## config.mk

```make
export PLATFORM = sky130hd
export DESIGN_NAME = ppu_regfile
export DESIGN_NICKNAME = d
export VERILOG_FILES = /design/src/rtl/ppu_pkg.sv /design/src/rtl/ppu_oam_dma.sv /design/src/rtl/ppu_regfile.sv
export SDC_FILE = /design/constraint.sdc
export NUM_CORES = 1
export LEC_CHECK = 0
export BUFFER_PORTS_ARGS = -buffer_cell sky130_fd_sc_hd__buf_2
export CORE_ASPECT_RATIO = 0.75
export CORE_MARGIN = 2
export CORE_UTILIZATION = 51
export CTS_BUF_LIST = sky130_fd_sc_hd__clkbuf_16
export DETAILED_ROUTE_END_ITERATION = 8
export PLACE_DENSITY = 0.81
export SKIP_LAST_GASP = 1
export SLEW_MARGIN = 20
export SYNTH_ARGS = -nofsm -noshare
export SYNTH_HDL_FRONTEND = slang
export SYNTH_HIERARCHICAL = 1
export SYNTH_SLANG_ARGS = --single-unit
```

## constraint.sdc

```tcl
create_clock -name i_cpu_clk -period 3.2 [get_ports i_cpu_clk]
set_input_delay 0 -clock i_cpu_clk [delete_from_list [all_inputs] [get_ports i_cpu_clk]]
set_output_delay 0 -clock i_cpu_clk [all_outputs]
set_load 0.03 [all_outputs]
```

## src/rtl/ppu_pkg.sv

```systemverilog
// Shared constants and types for the CPU-side PPU register file and its OAM DMA engine.
package ppu_pkg;

    localparam logic [2:0] REG_CTRL    = 3'd0;
    localparam logic [2:0] REG_MASK    = 3'd1;
    localparam logic [2:0] REG_STATUS  = 3'd2;
    localparam logic [2:0] REG_OAMADDR = 3'd3;
    localparam logic [2:0] REG_OAMDATA = 3'd4;
    localparam logic [2:0] REG_SCROLL  = 3'd5;
    localparam logic [2:0] REG_ADDR    = 3'd6;
    localparam logic [2:0] REG_DATA    = 3'd7;

    typedef enum logic [1:0] {
        DMA_IDLE  = 2'd0,
        DMA_ALIGN = 2'd1,
        DMA_RD    = 2'd2,
        DMA_WR    = 2'd3
    } dma_state_t;

    localparam logic [14:0] INC_ACROSS = 15'd1;
    localparam logic [14:0] INC_DOWN   = 15'd32;
    localparam logic [5:0]  PAL_PAGE   = 6'h3F;

    function automatic logic [14:0] vram_inc(input logic [14:0] addr, input logic down);
        return addr + (down ? INC_DOWN : INC_ACROSS);
    endfunction

endpackage

```

## src/rtl/ppu_oam_dma.sv

```systemverilog
// OAM DMA engine: copies one 256-byte CPU page into OAM while holding the CPU halted.
module ppu_oam_dma
    import ppu_pkg::*;
(
    input  logic        i_cpu_clk,
    input  logic        i_cpu_rstn,
    input  logic        trigger,
    input  logic [7:0]  page_in,
    input  logic [7:0]  dma_rdata,
    output logic        busy,
    output logic        dma_re,
    output logic [15:0] dma_addr,
    output logic        oam_we,
    output logic [7:0]  oam_wdata,
    output logic        oam_inc
);

    dma_state_t state, state_next;
    logic [7:0] page;
    logic [7:0] idx;
    logic       parity;
    logic       extra_align;

    // Parity runs freely; an odd parity at the trigger buys one extra ALIGN cycle.
    always_ff @(posedge i_cpu_clk or negedge i_cpu_rstn) begin
        if (!i_cpu_rstn) begin
            state       <= DMA_IDLE;
            page        <= 8'h00;
            idx         <= 8'h00;
            parity      <= 1'b0;
            extra_align <= 1'b0;
        end else begin
            state  <= state_next;
            parity <= ~parity;
            if (state == DMA_IDLE && trigger) begin
                page        <= page_in;
                idx         <= 8'h00;
                extra_align <= parity;
            end
            if (state == DMA_ALIGN)
                extra_align <= 1'b0;
            if (state == DMA_WR)
                idx <= idx + 8'd1;
        end
    end

    always_comb begin
        state_next = state;
        busy       = 1'b1;
        dma_re     = 1'b0;
        dma_addr   = 16'h0000;
        oam_we     = 1'b0;
        oam_wdata  = dma_rdata;
        oam_inc    = 1'b0;
        case (state)
            DMA_IDLE: begin
                busy = 1'b0;
                if (trigger)
                    state_next = DMA_ALIGN;
            end
            DMA_ALIGN: begin
                if (!extra_align)
                    state_next = DMA_RD;
            end
            DMA_RD: begin
                dma_re     = 1'b1;
                dma_addr   = {page, idx};
                state_next = DMA_WR;
            end
            DMA_WR: begin
                oam_we     = 1'b1;
                oam_inc    = 1'b1;
                state_next = (idx == 8'hFF) ? DMA_IDLE : DMA_RD;
            end
            default: state_next = DMA_IDLE;
        endcase
    end

endmodule

```

## src/rtl/ppu_regfile.sv

```systemverilog
// CPU-facing PPU register file: ctrl/mask/status, scroll and VRAM address state,
// buffered VRAM reads, vblank/NMI and OAM access with optional OAM DMA.
module ppu_regfile
    import ppu_pkg::*;
#(
    parameter int          VRAM_AW = 14,
    parameter int          RD_LAT  = 1,
    parameter bit          DMA_EN  = 1'b1,
    parameter logic [15:0] DMA_REG = 16'h4014
) (
    input  logic               i_cpu_clk,
    input  logic               i_cpu_rstn,
    input  logic               i_bus_en,
    input  logic [15:0]        i_bus_addr,
    input  logic               i_bus_wn,
    input  logic [7:0]         i_bus_wdata,
    output logic [7:0]         o_ppu_rdata,
    output logic               o_cpu_halt,
    output logic [7:0]         o_oam_addr,
    output logic               o_oam_we,
    output logic [7:0]         o_oam_wdata,
    input  logic [7:0]         i_oam_rdata,
    output logic [VRAM_AW-1:0] o_vram_addr,
    output logic               o_vram_we,
    output logic               o_vram_re,
    output logic [7:0]         o_vram_wdata,
    input  logic [7:0]         i_vram_rdata,
    input  logic [7:0]         i_pal_rdata,
    output logic [15:0]        o_dma_addr,
    output logic               o_dma_re,
    input  logic [7:0]         i_dma_rdata,
    input  logic               i_spr_ovfl,
    input  logic               i_spr_0hit,
    input  logic               i_vblank,
    output logic [7:0]         o_ctrl,
    output logic [7:0]         o_mask,
    output logic [14:0]        o_loopy_t,
    output logic [2:0]         o_fine_x,
    output logic               o_nmi_n
);

    logic [7:0]        ctrl, mask, oamaddr, buffer;
    logic [4:0]        lastwrite;
    logic [14:0]       t, v;
    logic [2:0]        fine_x;
    logic              w, vflag, vblank_q;
    logic [RD_LAT-1:0] rd_pipe;

    logic       hit, wr_hit, rd_hit, data_access, status_rd, cpu_oam_we, dma_trigger;
    logic [2:0] reg_idx;
    logic [7:0] d;

    logic        dma_busy, dma_re, dma_oam_we, dma_oam_inc;
    logic [15:0] dma_addr;
    logic [7:0]  dma_oam_wdata;

    assign d           = i_bus_wdata;
    assign reg_idx     = i_bus_addr[2:0];
    assign hit         = i_bus_en && (i_bus_addr[15:13] == 3'b001) && !dma_busy;
    assign wr_hit      = hit && !i_bus_wn;
    assign rd_hit      = hit && i_bus_wn;
    assign data_access = hit && (reg_idx == REG_DATA);
    assign status_rd   = rd_hit && (reg_idx == REG_STATUS);
    assign cpu_oam_we  = wr_hit && (reg_idx == REG_OAMDATA);
    assign dma_trigger = i_bus_en && !i_bus_wn && (i_bus_addr == DMA_REG);

    always_ff @(posedge i_cpu_clk or negedge i_cpu_rstn) begin
        if (!i_cpu_rstn) begin
            ctrl      <= 8'h00;
            mask      <= 8'h00;
            lastwrite <= 5'h00;
            t         <= 15'h0000;
            v         <= 15'h0000;
            fine_x    <= 3'd0;
            w         <= 1'b0;
        end else begin
            if (wr_hit) begin
                lastwrite <= d[4:0];
                case (reg_idx)
                    REG_CTRL: begin
                        ctrl      <= d;
                        t[11:10]  <= d[1:0];
                    end
                    REG_MASK: mask <= d;
                    REG_SCROLL: begin
                        if (!w) begin
                            t[4:0] <= d[7:3];
                            fine_x <= d[2:0];
                        end else begin
                            t[14:12] <= d[2:0];
                            t[9:5]   <= d[7:3];
                        end
                        w <= ~w;
                    end
                    REG_ADDR: begin
                        if (!w) begin
                            t[13:8] <= d[5:0];
                            t[14]   <= 1'b0;
                        end else begin
                            t[7:0] <= d;
                            v      <= {t[14:8], d};
                        end
                        w <= ~w;
                    end
                    default: ;
                endcase
            end
            if (data_access)
                v <= vram_inc(v, ctrl[2]);
            if (status_rd)
                w <= 1'b0;
        end
    end

    // A status read landing on the rising vblank edge wins, suppressing the flag for this frame.
    always_ff @(posedge i_cpu_clk or negedge i_cpu_rstn) begin
        if (!i_cpu_rstn) begin
            vblank_q <= 1'b0;
            vflag    <= 1'b0;
        end else begin
            vblank_q <= i_vblank;
            if (status_rd)
                vflag <= 1'b0;
            else if (i_vblank && !vblank_q)
                vflag <= 1'b1;
            else if (!i_vblank && vblank_q)
                vflag <= 1'b0;
        end
    end

    always_ff @(posedge i_cpu_clk or negedge i_cpu_rstn) begin
        if (!i_cpu_rstn) begin
            rd_pipe <= '0;
            buffer  <= 8'h00;
        end else begin
            rd_pipe[0] <= o_vram_re;
            for (int i = 1; i < RD_LAT; i++)
                rd_pipe[i] <= rd_pipe[i-1];
            if (rd_pipe[RD_LAT-1])
                buffer <= i_vram_rdata;
        end
    end

    always_ff @(posedge i_cpu_clk or negedge i_cpu_rstn) begin
        if (!i_cpu_rstn)
            oamaddr <= 8'h00;
        else if (wr_hit && reg_idx == REG_OAMADDR)
            oamaddr <= d;
        else if (dma_oam_inc || cpu_oam_we)
            oamaddr <= oamaddr + 8'd1;
    end

    always_comb begin
        o_ppu_rdata = 8'h00;
        if (rd_hit) begin
            case (reg_idx)
                REG_STATUS:  o_ppu_rdata = {vflag, i_spr_0hit, i_spr_ovfl, lastwrite};
                REG_OAMDATA: o_ppu_rdata = i_oam_rdata;
                REG_DATA:    o_ppu_rdata = (v[13:8] == PAL_PAGE) ? i_pal_rdata : buffer;
                default:     o_ppu_rdata = 8'h00;
            endcase
        end
    end

    generate
        if (DMA_EN) begin : g_dma
            ppu_oam_dma u_dma (
                .i_cpu_clk  (i_cpu_clk),
                .i_cpu_rstn (i_cpu_rstn),
                .trigger    (dma_trigger),
                .page_in    (i_bus_wdata),
                .dma_rdata  (i_dma_rdata),
                .busy       (dma_busy),
                .dma_re     (dma_re),
                .dma_addr   (dma_addr),
                .oam_we     (dma_oam_we),
                .oam_wdata  (dma_oam_wdata),
                .oam_inc    (dma_oam_inc)
            );
        end else begin : g_no_dma
            assign dma_busy      = 1'b0;
            assign dma_re        = 1'b0;
            assign dma_addr      = 16'h0000;
            assign dma_oam_we    = 1'b0;
            assign dma_oam_wdata = 8'h00;
            assign dma_oam_inc   = 1'b0;
        end
    endgenerate

    assign o_cpu_halt   = dma_busy;
    assign o_dma_re     = dma_re;
    assign o_dma_addr   = dma_addr;
    assign o_oam_addr   = oamaddr;
    assign o_oam_we     = dma_oam_we || cpu_oam_we;
    assign o_oam_wdata  = dma_oam_we ? dma_oam_wdata : d;
    assign o_vram_addr  = v[VRAM_AW-1:0];
    assign o_vram_we    = wr_hit && (reg_idx == REG_DATA);
    assign o_vram_re    = rd_hit && (reg_idx == REG_DATA);
    assign o_vram_wdata = d;
    assign o_ctrl       = ctrl;
    assign o_mask       = mask;
    assign o_loopy_t    = t;
    assign o_fine_x     = fine_x;
    assign o_nmi_n      = ~(vflag & ctrl[7]);

endmodule

```

==> results of run 1 <==
-- layout make-up --
type,instances,area share
Timing Repair Buffer,179,0.155
Tap cell,132,0.0265
Sequential cell,93,0.374
Inverter,8,0.00482
Multi-Input combinational cell,362,0.394
Clock buffer,9,0.0362
Clock inverter,7,0.0106
-- power groups by stage --
| stage | sequential (mW) | combinational [mW] | clock, mW |
|---|---|---|---|
| global route | 1.34 | 0.549 | 1.11 |
| finish | 1.33 | 0.508 | 1.05 |
| global placement | 1.35 | 0.481 | 0 |
| floorplan | 1.45 | 0.209 | 0 |
| CTS | 1.33 | 0.510 | 1.06 |
| detailed placement | 1.35 | 0.497 | 0 |
-- stage by stage --
step / util / setup slack [ns] / hold slack [ns] / instance area, sq um / power [mW]
3_5_place_dp: 0.601 / 0.610 / 0.134 / 5830 / 1.84
2_1_floorplan: - / 0.791 / -0.296 / 5090 / 1.66
3_3_place_gp: 0.601 / 0.748 / 0.121 / 5830 / 1.83
4_1_cts: 0.642 / 0.492 / 0.00796 / 6230 / 2.90
5_1_grt: 0.642 / 0.322 / 0.0395 / 6230 / 3.00
6_report: 0.642 / 0.488 / 0.00903 / 6230 / 2.88
-- synthesized netlist by cell type, drive strengths merged (2+ instances only) --
cell type / number
dfrtp: 93
nand2: 63
mux2: 46
buf: 30
nand3: 29
nor2: 27
and2: 25
a31oi: 21
o21ai: 19
clkbuf: 18
a21oi: 14
mux2i: 12
nor3: 12
a22oi: 11
inv: 8
xnor2: 8
a211oi: 6
and3: 5
ha: 5
nand4: 5
nor2b: 5
nor3b: 5
o211ai: 5
a21o: 4
nand2b: 4
xor2: 4
and4: 3
nor4b: 3
o31ai: 3
a311oi: 2
nor4: 2
or3b: 2
-- logic make-up (layout without fill, tap and decap cells) --
logic type	after synthesis	after routing	synth area share
XOR/XNOR	12	12	0.0207
multiplexers	58	58	0.128
flip-flops	93	93	0.458
adder cells (fa/ha/maj)	5	5	0.0123
AND/OR/NAND/NOR	194	194	0.203
buffers and inverters	56	203	0.0603
AO/OA/AOI/OAI	93	93	0.118
-- sequential cells by signal, summed over array words and instances (netlist names), 5 cells and up --
name,flops
o_oam_addr,8
g_dma.u_dma/page,8
buffer,8
o_mask,8
g_dma.u_dma/idx,8
lastwrite,5
o_ctrl,8
o_loopy_t,15
v,14
-- critical path, cell delays in order, from the launching register on --
cell and delay [ns]:
dfrtp_1 0.45, or2_2 0.37, or3b_4 0.42, nor2_1 0.28, nand3_1 0.34, a31oi_1 0.27
buf_2 0.23
-- placed cells by master (no fill, tap or decap), drive strengths merged, types with 9 or more instances in the layout --
| master | n |
|---|---|
| a22oi | 11 |
| mux2 | 46 |
| nand3 | 29 |
| mux2i | 12 |
| nand2 | 63 |
| dfrtp | 93 |
| a31oi | 21 |
| nor3 | 12 |
| dlygate4sd3 | 11 |
| nor2 | 27 |
| buf | 168 |
| clkbuf | 9 |
| a21oi | 14 |
| and2 | 25 |
| o21ai | 19 |
-- path summary, 6_finish.rpt --
path / from / slack, ns / end
setup / recovery: g_dma.u_dma/state[1] / 0.49 / o_ppu_rdata[3]
hold / removal: i_bus_wdata[5] / 0.009 / v[5]
setup reg to reg: g_dma.u_dma/state[1] / 0.55 / v[9]
hold reg to reg: g_dma.u_dma/parity / 0.42 / g_dma.u_dma/parity
max in group asynchronous: i_cpu_rstn / 1.98 / buffer[5]
min in group asynchronous: i_cpu_rstn / 0.28 / o_mask[5]
-- metal layers --
layer	vias up	track usage
met5	-	0
met4	0	0.0873
met3	28	0.0600
met2	241	0.427
met1	2209	0.370
li1	2090	-
==> metrics.yaml, run 1 <==
timing:
  rsz0062_at_grt: "no"
  slew_viol_final: 0
  finalCritPeriodShare: 0.848
  fin_setup_tns_ns: 0
  finalSetupViolations: 0
  maxSlewHeadroom: 0.427
  finalHoldViolCount: 0
  fin_crit_ns: 2.71
  worst_slew_pin_slew_ns: 0.858
  fmax_mhz: 369
  fin_worst_skew_ns: 0.00478
power:
  vdd_ir_drop_max_uv: 370
  sw_frac_of_total: 0.293
  p_clk_frac: 0.363
  power_frac_comb: 0.176
  intPower_mw: 2.04
  power_density_mw_per_mm2: 463
  p_seq_frac: 0.461
  p_sw_uw: 845
  p_leak_nw: 3.22
finish:
  syn2layout_area_growth_pct: 22.5
  fill_cells: 801
  final_nets: 721
  multiInputGateArea_sq_mm: 0.00245
  final_cells: 790
  regArea_sq_mm: 0.00233
  diodes: 0
  drive_gt1_frac: 0.359
setup_path:
  worstSetupPathType: "reg -> out"
  critPathRequiredTime_ns: 3.20
  worstPathArrival_ns: 2.71
  cp-end-kind: "primary output"
  r2r_cells: 6
  start_kind: "flip-flop"
  worst-path-max-fanout: 9
routing:
  drt_iter0_drc: 308
  post-route-drc-count: 0
  wl_per_cell_um: 18.2
  met1_length_um: 6220
  wirelength_um: 14400
  dr_total_vias: 4568
  met3_length_um: 1220
  wl_met2_um: 6630
  ant_nets: 0
  topRoutingLayerUsed: "met4"
  first_pass_iters: 5
  vias_per_cell: 5.78
yosys:
  yosys_warnings: 6
  ys.flop_type: "dfrtp_1"
  synth_edf_count: 0
  yosysTopAreaCell: "dfrtp_1"
  synthesis.area_sq_mm: 0.00509
  synth_top_area_share: 0.458
  postSynthCellCount: 511
  seq_area_frac_synth: 0.458
  synth-async-reset-ratio: 1.00
  synth_area_leaders: "dfrtp_1, mux2_2, nand2_1, and2_1, nand3_1"
  synth-seq-cells: 93
  syn_nets: 579
  synth_cell_types: 56
  syn_area_per_cell_sq_um: 9.95
floorplan:
  die_h_um: 90.5
  ioPinCount: 165
  rows: 31
  core_sq_mm: 0.00970
  die_w_um: 119
  initial_core_util: 0.525
  dieArea_sq_mm: 0.0108
clock_tree:
  hold_buffers: 11
  cts-root-buf: "clkbuf_16"
  cts_tree: "done"
  htreeDepth: 3
  postCtsSetupRepairBufs: 0
  insertion_delay_ns: 0.35
  cts-resized-gates: 0
  clk_path_buf_depth: 2
  cts_sinks: 93
  clk_pin_slew_ns: 0.06
  cts-buffers-inserted: 9
place:
  dpl.hpwl_um: 10200
  place.gp.congestion: 0.881
  dp.cells: 763
  portBuffers: 164
global_routing:
  overflow: 0
  grt_pass1_wl_um: 22600
  grt_pass1_vias: 4356
  grt_usage: 0.270
  grt_max_degree: 63
  antenna_found_initial: 0
run_status:
  status: "completed"
worst_hold_path:
  hold_depth: 3
  worstHoldPathType: "in -> reg"
flow_run:
  maxCapViolCount: 0
No activity file was read; power rests on OpenSTA's default activity.
==> inputs of run 2 (changes only) <==
==> constraint.sdc (replaced) <==
create_clock -name i_cpu_clk -period 2.7 [get_ports i_cpu_clk]
set_input_delay 0 -clock i_cpu_clk [delete_from_list [all_inputs] [get_ports i_cpu_clk]]
set_output_delay 0 -clock i_cpu_clk [all_outputs]
set_load 0.03 [all_outputs]
==> run 2 against run 1 <==
Against the previous run:
- wire length is 2.3% lower
- sequential share of layout area shrank 0.18 points
- global-route usage shrank 1.1 points
- largest power group unchanged
- highest routed layer unchanged
- largest cell class unchanged
==> metrics.yaml, run 2 (same netlist as run 1, synthesis figures left out) <==
setup_path:
  critPathMaxStageDelay_ns: 0.46
  path_buf_inv: 1
  crit_chain: "or2_2, or3b_4, nor2_2, nand3_2, a31oi_1, buf_2"
  worst-path-max-fanout: 9
  slowest_stage: "dfrtp_1"
  start_kind: "flip-flop"
  worstPathArrival_ns: 2.53
  cp-end-kind: "primary output"
  cp_top_family: "simple AND/OR/NAND/NOR gates"
  critPathRequiredTime_ns: 2.70
  worstSetupPathType: "reg -> out"
finish:
  layout_common_cells: "buf_2, dfrtp_1, nand2_1, mux2_2, nand3_1"
  syn2layout_area_growth_pct: 23.1
  largest_reg_flops: 15
  diodes: 0
  multiInputGateArea_sq_mm: 0.00246
  drive_gt1_frac: 0.369
  layout_commonest_cell: "buf_2"
  final_nets: 727
  regArea_sq_mm: 0.00233
  fill_cells: 800
floorplan:
  dieArea_sq_mm: 0.0108
  ioPinCount: 165
  rows: 31
  core_sq_mm: 0.00970
  die_h_um: 90.5
  initial_core_util: 0.525
  die_w_um: 119
routing:
  wirelength_um: 14000
  vias_per_cell: 5.71
  dr_total_vias: 4545
  drt_iter0_drc: 340
  ant_nets: 0
  first_pass_iters: 5
  wl_per_cell_um: 17.6
  post-route-drc-count: 0
clock_tree:
  cts_sinks: 93
  postCtsSetupRepairBufs: 0
  clk_path_buf_depth: 2
  insertion_delay_ns: 0.34
  clk_pin_slew_ns: 0.07
  cts-root-buf: "clkbuf_16"
  cts-buffers-inserted: 9
  cts_tree: "done"
  htreeDepth: 3
timing:
  finalCritPeriodShare: 0.937
  fin_setup_tns_ns: 0
  finalSetupViolations: 0
  slew_viol_final: 0
  setup_slack_ns: 0.169
  maxSlewHeadroom: 0.442
  fin_worst_skew_ns: 0.00775
  rsz0062_at_grt: "no"
  worst_slew_pin_slew_ns: 0.836
  finalHoldViolCount: 0
  fmax_mhz: 395
  fin_crit_ns: 2.53
place:
  portBuffers: 164
  dpl.hpwl_um: 10100
  place.gp.congestion: 0.836
  preCtsSetupSlack_ns: 0.205
global_routing:
  grt_pass1_vias: 4354
  antenna_found_initial: 0
  grt_pass1_wl_um: 22000
  grt_usage: 0.259
  overflow: 0
  grt_max_degree: 85
worst_hold_path:
  worstHoldPathType: "in -> reg"
power:
  vdd_ir_drop_max_uv: 381
  p_leak_nw: 3.23
  power_density_mw_per_mm2: 530
flow_run:
  maxCapViolCount: 0
run_status:
  status: "completed"
run 2: changes by cell type in the layout (fill, tap and decap cells not counted):
cell | before | now
buf_4 | 5 | 11
clkinvlp_4 | 0 | 2
buf_6 | 0 | 1
bufinv_16 | 1 | 0
clkinv_4 | 2 | 1
dlygate4sd3_1 | 11 | 10
nand3_1 | 29 | 28
nand3_2 | 0 | 1
nor2_1 | 27 | 26
nor2_2 | 0 | 1
run 2: final timing paths:
kind | start | to | slack, ns | cells past startpoint
min | i_bus_wdata[6] | o_oam_addr[6] | 0.01 | 3
min in group asynchronous | i_cpu_rstn | o_mask[5] | 0.27 | 2
max reg2reg | g_dma.u_dma/state[1] | o_ctrl[4] | 0.18 | 6
min reg2reg | g_dma.u_dma/parity | g_dma.u_dma/parity | 0.44 | 1
max | g_dma.u_dma/state[1] | o_ppu_rdata[1] | 0.17 | 6
max in group asynchronous | i_cpu_rstn | g_dma.u_dma/idx[7] | 1.73 | 3
run 2: cell type report:
type	instances	share of cell area
Multi-Input combinational cell	362	0.393
Sequential cell	93	0.372
Timing Repair Buffer	185	0.161
Clock buffer	9	0.0360
Tap cell	132	0.0264
Clock inverter	7	0.00680
Inverter	8	0.00480
run 2: timing repair:
item,in CTS,in global routing
gates resized for setup,1,1
hold endpoints to repair,93,0
hold buffers,10,0
setup endpoints to repair,3,8
run 2: per-stage QoR:
stage / power (mW) / hold slack (ns) / std cells / instance area (sq um) / util
finish: 3.32 / 0.0124 / 796 / 6260 / 0.646
global route: 3.47 / 0.00524 / 796 / 6260 / 0.646
CTS: 3.35 / 0.00224 / 796 / 6250 / 0.645
detailed placement: 2.18 / 0.140 / 770 / 5880 / 0.606
global placement: 2.17 / 0.140 / 770 / 5880 / 0.606
floorplan: 1.96 / -0.296 / 511 / 5090 / -
run 2: tightest hold or removal path: cells and delay by family:
| family | cells | cell delay [ns] |
|---|---|---|
| buffers and inverters | 1 | 0.16 |
| AND/OR/NAND/NOR | 1 | 0.11 |
| AO/OA/AOI/OAI | 1 | 0.04 |
run 2: power breakdown:
| part | internal [mW] | switching, mW | total, mW |
|---|---|---|---|
| clock | 0.617 | 0.530 | 1.15 |
| combinational | 0.213 | 0.387 | 0.600 |
| sequential | 1.49 | 0.0812 | 1.57 |
| total | 2.32 | 0.998 | 3.32 |
run 2: per-layer routing:
metal	track usage	vias to the layer above	wire length, um
li1	-	2104	-
met1	0.342	2187	5940
met2	0.418	234	6490
met3	0.0802	20	1430
met4	0.0686	0	168
met5	0	-	0
